**src/rtl/fp_mult_pipe.sv**
```systemverilog
// fp_mult_pipe: parametrised 3-stage floating-point multiplier.
// S1 unpacks/classifies, S2 forms the full significand product,
// S3 normalises, rounds (nearest-even) and packs the result with flags.
// Subnormal inputs read as signed zero; tiny results flush to signed zero.
module fp_mult_pipe #(
   parameter  int EXP_W = 8,
   parameter  int MAN_W = 23,
   localparam int W     = 1 + EXP_W + MAN_W
) (
   input  logic         clk,
   input  logic         rst_n,
   input  logic         in_valid,
   output logic         in_ready,
   input  logic [W-1:0] a_operand,
   input  logic [W-1:0] b_operand,
   output logic         out_valid,
   input  logic         out_ready,
   output logic [W-1:0] result,
   output logic         invalid,
   output logic         overflow,
   output logic         underflow,
   output logic         inexact
);

   localparam int PW = 2*MAN_W + 2;   // product width
   localparam int XW = EXP_W + 2;     // signed working exponent width

   localparam logic signed [XW-1:0] BIAS    = XW'((1 << (EXP_W-1)) - 1);
   localparam logic signed [XW-1:0] EXP_MAX = XW'((1 << EXP_W) - 1);
   localparam logic [W-1:0]         QNAN    = {1'b0, {EXP_W{1'b1}}, 1'b1, {(MAN_W-1){1'b0}}};

   // ---------------- flow control ----------------
   logic s1_v_q, s2_v_q, s3_v_q;
   logic s1_v_d, s2_v_d, s3_v_d;
   logic s1_open, s2_open, s3_open;
   logic ld1, ld2, ld3;

   // A stage can take new contents when empty or when its own contents leave.
   assign s3_open  = !s3_v_q | out_ready;
   assign s2_open  = !s2_v_q | s3_open;
   assign s1_open  = !s1_v_q | s2_open;
   assign in_ready = s1_open;

   assign s1_v_d = s1_open ? in_valid : s1_v_q;
   assign s2_v_d = s2_open ? s1_v_q   : s2_v_q;
   assign s3_v_d = s3_open ? s2_v_q   : s3_v_q;

   // data registers only load when a real entry moves in
   assign ld1 = s1_open & in_valid;
   assign ld2 = s2_open & s1_v_q;
   assign ld3 = s3_open & s2_v_q;

   // ---------------- S1: unpack and classify ----------------
   logic               s_a, s_b;
   logic [EXP_W-1:0]   e_a, e_b;
   logic [MAN_W-1:0]   m_a, m_b;
   logic               a_nan, b_nan, a_inf, b_inf, a_zero, b_zero;
   logic               sign_d;
   logic               spec_d, sinv_d;
   logic [W-1:0]       sres_d;
   logic signed [XW-1:0] exp_d;

   assign {s_a, e_a, m_a} = a_operand;
   assign {s_b, e_b, m_b} = b_operand;

   assign a_zero = ~|e_a;                 // zero or subnormal (DAZ)
   assign b_zero = ~|e_b;
   assign a_nan  = (&e_a) &  (|m_a);
   assign b_nan  = (&e_b) &  (|m_b);
   assign a_inf  = (&e_a) & ~(|m_a);
   assign b_inf  = (&e_b) & ~(|m_b);
   assign sign_d = s_a ^ s_b;
   assign exp_d  = $signed({2'b00, e_a}) + $signed({2'b00, e_b}) - BIAS;

   // Special-operand result, in priority order NaN/Inf*0, Inf, zero.
   always_comb begin
      spec_d = 1'b0;
      sinv_d = 1'b0;
      sres_d = '0;
      if (a_nan | b_nan | (a_inf & b_zero) | (b_inf & a_zero)) begin
         spec_d = 1'b1;
         sinv_d = 1'b1;
         sres_d = QNAN;
      end else if (a_inf | b_inf) begin
         spec_d = 1'b1;
         sres_d = {sign_d, {EXP_W{1'b1}}, {MAN_W{1'b0}}};
      end else if (a_zero | b_zero) begin
         spec_d = 1'b1;
         sres_d = {sign_d, {(W-1){1'b0}}};
      end
   end

   logic                 s1_sign_q, s1_spec_q, s1_inv_q;
   logic [W-1:0]         s1_sres_q;
   logic signed [XW-1:0] s1_exp_q;
   logic [MAN_W:0]       s1_siga_q, s1_sigb_q;

   // S1 register: classification and significands with hidden bit.
   always_ff @(posedge clk or negedge rst_n) begin
      if (!rst_n) begin
         s1_v_q    <= 1'b0;
         s1_sign_q <= 1'b0;
         s1_spec_q <= 1'b0;
         s1_inv_q  <= 1'b0;
         s1_sres_q <= '0;
         s1_exp_q  <= '0;
         s1_siga_q <= '0;
         s1_sigb_q <= '0;
      end else begin
         s1_v_q <= s1_v_d;
         if (ld1) begin
            s1_sign_q <= sign_d;
            s1_spec_q <= spec_d;
            s1_inv_q  <= sinv_d;
            s1_sres_q <= sres_d;
            s1_exp_q  <= exp_d;
            s1_siga_q <= {1'b1, m_a};
            s1_sigb_q <= {1'b1, m_b};
         end
      end
   end

   // ---------------- S2: significand product ----------------
   logic [PW-1:0]        prod_d;
   logic                 s2_sign_q, s2_spec_q, s2_inv_q;
   logic [W-1:0]         s2_sres_q;
   logic signed [XW-1:0] s2_exp_q;
   logic [PW-1:0]        s2_prod_q;

   assign prod_d = PW'(s1_siga_q) * PW'(s1_sigb_q);

   // S2 register: full-width product, classification carried along.
   always_ff @(posedge clk or negedge rst_n) begin
      if (!rst_n) begin
         s2_v_q    <= 1'b0;
         s2_sign_q <= 1'b0;
         s2_spec_q <= 1'b0;
         s2_inv_q  <= 1'b0;
         s2_sres_q <= '0;
         s2_exp_q  <= '0;
         s2_prod_q <= '0;
      end else begin
         s2_v_q <= s2_v_d;
         if (ld2) begin
            s2_sign_q <= s1_sign_q;
            s2_spec_q <= s1_spec_q;
            s2_inv_q  <= s1_inv_q;
            s2_sres_q <= s1_sres_q;
            s2_exp_q  <= s1_exp_q;
            s2_prod_q <= prod_d;
         end
      end
   end

   // ---------------- S3: normalise, round, pack ----------------
   logic                 msb, grd, stk, inc, ovf, unf;
   logic [MAN_W-1:0]     man;
   logic [MAN_W:0]       man_r;
   logic signed [XW-1:0] exp_n, exp_f;
   logic [W-1:0]         res_d;
   logic [3:0]           flg_d;   // {invalid, overflow, underflow, inexact}

   // Product is in [1,4): pick the mantissa window by the top bit, then RNE.
   always_comb begin
      msb   = s2_prod_q[PW-1];
      man   = msb ? s2_prod_q[PW-2 -: MAN_W] : s2_prod_q[PW-3 -: MAN_W];
      grd   = msb ? s2_prod_q[MAN_W]         : s2_prod_q[MAN_W-1];
      stk   = msb ? |s2_prod_q[MAN_W-1:0]    : |s2_prod_q[MAN_W-2:0];
      exp_n = s2_exp_q + $signed({{(XW-1){1'b0}}, msb});
      inc   = grd & (stk | man[0]);
      man_r = {1'b0, man} + {{MAN_W{1'b0}}, inc};
      // carry out of the hidden bit leaves man_r[MAN_W-1:0] all zero
      exp_f = exp_n + $signed({{(XW-1){1'b0}}, man_r[MAN_W]});
      ovf   = !exp_f[XW-1] && (exp_f >= EXP_MAX);
      unf   = exp_f[XW-1] || (exp_f == '0);

      res_d = '0;
      flg_d = '0;
      if (s2_spec_q) begin
         res_d = s2_sres_q;
         flg_d = {s2_inv_q, 3'b000};
      end else if (ovf) begin
         res_d = {s2_sign_q, {EXP_W{1'b1}}, {MAN_W{1'b0}}};
         flg_d = 4'b0101;
      end else if (unf) begin
         res_d = {s2_sign_q, {(W-1){1'b0}}};
         flg_d = 4'b0011;
      end else begin
         res_d = {s2_sign_q, exp_f[EXP_W-1:0], man_r[MAN_W-1:0]};
         flg_d = {3'b000, grd | stk};
      end
   end

   logic [W-1:0] s3_res_q;
   logic [3:0]   s3_flg_q;

   // S3 register: packed result and its flags; held while the consumer stalls.
   always_ff @(posedge clk or negedge rst_n) begin
      if (!rst_n) begin
         s3_v_q   <= 1'b0;
         s3_res_q <= '0;
         s3_flg_q <= '0;
      end else begin
         s3_v_q <= s3_v_d;
         if (ld3) begin
            s3_res_q <= res_d;
            s3_flg_q <= flg_d;
         end
      end
   end

   // Outputs read zero whenever no result is presented.
   assign out_valid = s3_v_q;
   assign result    = s3_v_q ? s3_res_q : '0;
   assign invalid   = s3_v_q & s3_flg_q[3];
   assign overflow  = s3_v_q & s3_flg_q[2];
   assign underflow = s3_v_q & s3_flg_q[1];
   assign inexact   = s3_v_q & s3_flg_q[0];

endmodule
```
**config.mk**
```make
export PLATFORM = sky130hd
export DESIGN_NAME = fp_mult_pipe
export DESIGN_NICKNAME = d
export VERILOG_FILES = /design/src/rtl/fp_mult_pipe.sv
export SDC_FILE = /design/constraint.sdc
export NUM_CORES = 2
export LEC_CHECK = 0
export ABC_AREA = 1
export CAP_MARGIN = 5
export CORE_MARGIN = 2
export CORE_UTILIZATION = 36
export CTS_CLUSTER_SIZE = 30
export DETAILED_ROUTE_END_ITERATION = 6
export GPL_TIMING_DRIVEN = 0
export HOLD_SLACK_MARGIN = 0.12
export PLACE_DENSITY = 0.62
export SETUP_SLACK_MARGIN = 0.1
export SLEW_MARGIN = 15
export SYNTH_ARGS = -nofsm -noshare
export SYNTH_HDL_FRONTEND = slang
export SYNTH_SLANG_ARGS = --single-unit
```
**constraint.sdc**
```tcl
create_clock -name clk -period 6.3 [get_ports clk]
set_input_delay 1.26 -clock clk [delete_from_list [all_inputs] [get_ports clk]]
set_output_delay 1.26 -clock clk [all_outputs]
set_load 0.01 [all_outputs]
```
==> summary.md <==
| Metric | Value |
|---|---|
| Status | `completed` |
| Bufs on Longest Clock Path | `2` |
| Slowest-stage cell, CP | `fa_1` |
| I/O Pins | `106` |
| Largest net degree at the start of global routing | `61` |
| Design Area, Final | `0.0349 mm^2` |
| CTS tree | `done` |
| Max-Cap Viols | `0` |
| Via count | `25400` |
| Initial DRC Count | `2417` |
| CP Capture Type | `flip-flop` |
| Overflow after GRT | `0` |
| Netlist cell types | `47` |
| Predominant post-synthesis flop cell | `dfrtp_1` |
| Tightest Pin Transition | `0.895 ns` |
| Clock Tree Root | `clkbuf_16` |
| Avg Synthesized Cell Area | `7.35 um^2` |
| Final Net Count | `4864` |
| Share of layout cells above drive strength 1 | `15.1%` |
| Critical Path Source Type | `flip-flop` |
| GPL Wtd Cong | `0.971` |
| Placed inst area | `0.0313 mm^2` |
| Site Rows | `103` |
| Post-synth EDFFs | `0` |
| Synthesized flop and latch total | `164` |
| First-pass GRT wire length | `152000 um` |
| Slew HR | `40.4%` |
| Total GRT Usage | `24.6%` |
| Routed Antenna Nets | `0` |
| Fin crit share | `99.4%` |
| Die area | `0.0825 mm^2` |
| Final Non-Filler Cells | `5185` |
| Asr flop ratio synth | `100%` |
| Worst EP arrival | `6.65 ns` |
| Final setup margin | `0.0408 ns` |
| Setup Slack @ Placement | `-1.40 ns` |
| Routed WL per cell | `19.0 um` |
| Clock Skews | `0.0222 ns` |
| Post-Route WL | `98500 um` |
| Cells after Synth | `3928` |
| Number of hold violations in the final report | `0` |
| Placed cell count | `5085` |
| Seq/Total Area, Yosys | `14.2%` |
| Vias per cell | `4.90` |
| Cell mode on critical path | `fa_1` |
| P&R area growth vs syn | `20.9%` |
| Num CTS Buffers | `17` |
| Flop2flop setup slack | `0.04 ns` |
| Crit-path cells | `clkbuf_16, buf_8, nand2_2, fa_1, fa_1, fa_1, inv_1, fa_2, fa_2, fa_1, inv_1, fa_1, inv_1, ha_4, nand2_2, nor2_4, inv_2, nor3_4, and2_4, nand3_1, nand3_1, nand2_1, nand3_1, nand2_1` |
| Peak Freq | `160 MHz` |
| RSZ-0062 raised after global routing | `yes` |
| Die width | `287 um` |
| Max-slew violation count | `0` |
| Ys Warns | `0` |
| Antenna violations before repair | `2` |
| IO buf count | `105` |
| Register area | `0.00416 mm^2` |
| Clock transition at path regs | `0.08 ns` |
| Crit-path max FO | `5` |
| # H-tree levels | `4` |
| Area of the multi-input gates | `0.0212 mm^2` |
| Hold Crit Class | `reg2reg` |
| Syn nets | `4672` |
| Number of fill cells | `7951` |
| Worst Path Required | `6.69 ns` |
| Tmin final | `6.26 ns` |
| Final setup fails | `0` |
| Height of the die | `287 um` |
| Skew-Pair Late Insertion Delay | `0.51 ns` |
| Core area | `0.0791 mm^2` |
| Mapped Area | `0.0289 mm^2` |
| Type of the worst setup path | `reg2reg` |
| Vias in the first global route | `26200` |
| Initial Utilization | `36.5%` |
| Pre-antenna DRT Iters | `6` |
| DRC Markers | `0` |
| Max incr delay on CP | `0.56 ns` |
| Clk sinks | `164` |
| DPL Wire Length | `78700 um` |
==> through the flow <==
step	setup TNS, ns	util (%)	hold WS, ns
finish	0	44.1	0.480
global route	-1.38	44.1	0.504
CTS	0	42.8	0.488
detailed placement	-37.32	39.5	0.464
global placement	-588.17	39.5	0.458
floorplan	0	-	0.441
==> layout make-up <==
| class | instances | share of cell area (%) |
|---|---|---|
| Multi-Input combinational cell | 2490 | 60.7 |
| Sequential cell | 164 | 11.9 |
| Inverter | 1091 | 11.7 |
| Timing Repair Buffer | 216 | 5.88 |
| Buffer | 140 | 4.21 |
| Tap cell | 1050 | 3.76 |
| Clock buffer | 18 | 1.26 |
| Clock inverter | 14 | 0.573 |
| Antenna cell | 2 | 0.0143 |
==> logic make-up (layout without fill, tap and decap cells) <==
| logic type | count (synthesis) | in the layout | synth area share, % |
|---|---|---|---|
| other | 0 | 2 | 0 |
| xor gates and xnor gates | 36 | 36 | 1.09 |
| and+or+nand+nor | 1543 | 1543 | 21.6 |
| DFF | 164 | 164 | 14.2 |
| buffers and inverters | 1274 | 1479 | 16.7 |
| AOI/OAI and AO/OA | 235 | 235 | 4.45 |
| adders and majority gates | 676 | 676 | 41.9 |
==> worst paths after layout <==
check	start	end	cells past startpoint
max	s1_siga_q[14]	s2_prod_q[37]	24
min	s1_exp_q[2]	s2_exp_q[2]	2
max reg2reg	s1_siga_q[14]	s2_prod_q[37]	24
min reg2reg	s1_exp_q[2]	s2_exp_q[2]	2
max in group asynchronous	rst_n	s1_siga_q[10]	3
min in group asynchronous	rst_n	s3_res_q[6]	1
==> layout by cell type, fill, tap and decap left out, drive strengths merged, types with 3 or more instances in the layout <==
cell type	Yosys	final
a21o	3	3
a21oi	60	60
a31oi	5	5
buf	26	162
clkbuf	157	108
clkdlybuf4s50	0	104
clkinv	1	4
dfrtp	164	164
fa	484	484
ha	192	192
inv	1090	1099
nand2	1213	1213
nand3	104	104
nand3b	3	3
nand4	44	44
nor2	143	143
nor3	13	13
nor4	7	7
o21a	3	3
o21ai	146	146
o21bai	9	9
or2	12	12
xnor2	20	20
xor2	16	16
==> per-layer routing <==
metal	wire, um	global-route usage [%]
met3	8660	4.80
met2	44400	39.1
met4	4200	10.0
met5	34	0
met1	41100	32.9
==> worst max-delay path, delay by kind of cell (launching register included) <==
kind | cells | cell delay (ns)
adder cells (fa/ha/maj) | 8 | 3.83
AND/OR/NAND/NOR | 10 | 1.17
buffers and inverters | 6 | 0.58
flip-flops | 1 | 0.54
==> synth_stat cells (all sizes together) (3+ instances only) <==
cell	number	area, um^2
nand2	1213	4580
inv	1090	4090
fa	484	9690
ha	192	2400
dfrtp	164	4100
clkbuf	157	589
o21ai	146	772
nor2	143	598
nand3	104	531
a21oi	60	300
nand4	44	290
buf	26	141
xnor2	20	175
xor2	16	140
nor3	13	80.1
or2	12	75.1
o21bai	9	67.6
nor4	7	43.8
a31oi	5	31.3
a21o	3	22.5
nand3b	3	22.5
o21a	3	22.5
==> state kept, by name (all words and copies together) (netlist names) <==
register	cells
s2_spec_q	1
s1_exp_q	10
s3_res_q	32
s1_spec_q	1
s1_sign_q	1
s1_v_q	1
s2_sres_q	3
s2_prod_q	48
s2_v_q	1
s3_flg_q	4
s1_sres_q	3
s1_siga_q	24
s1_sigb_q	23
s2_sign_q	1
out_valid	1
s2_exp_q	10
==> what timing repair did <==
item                       4_1_cts  5_1_grt
hold buffers                     0        0
gates resized for setup        453      262
setup endpoints to repair       37       35
pin swaps                       41       93
setup buffers                   71       38
Power is not shown: default switching activity piles up to over one toggle a cycle in this logic, so the estimate is an artifact.
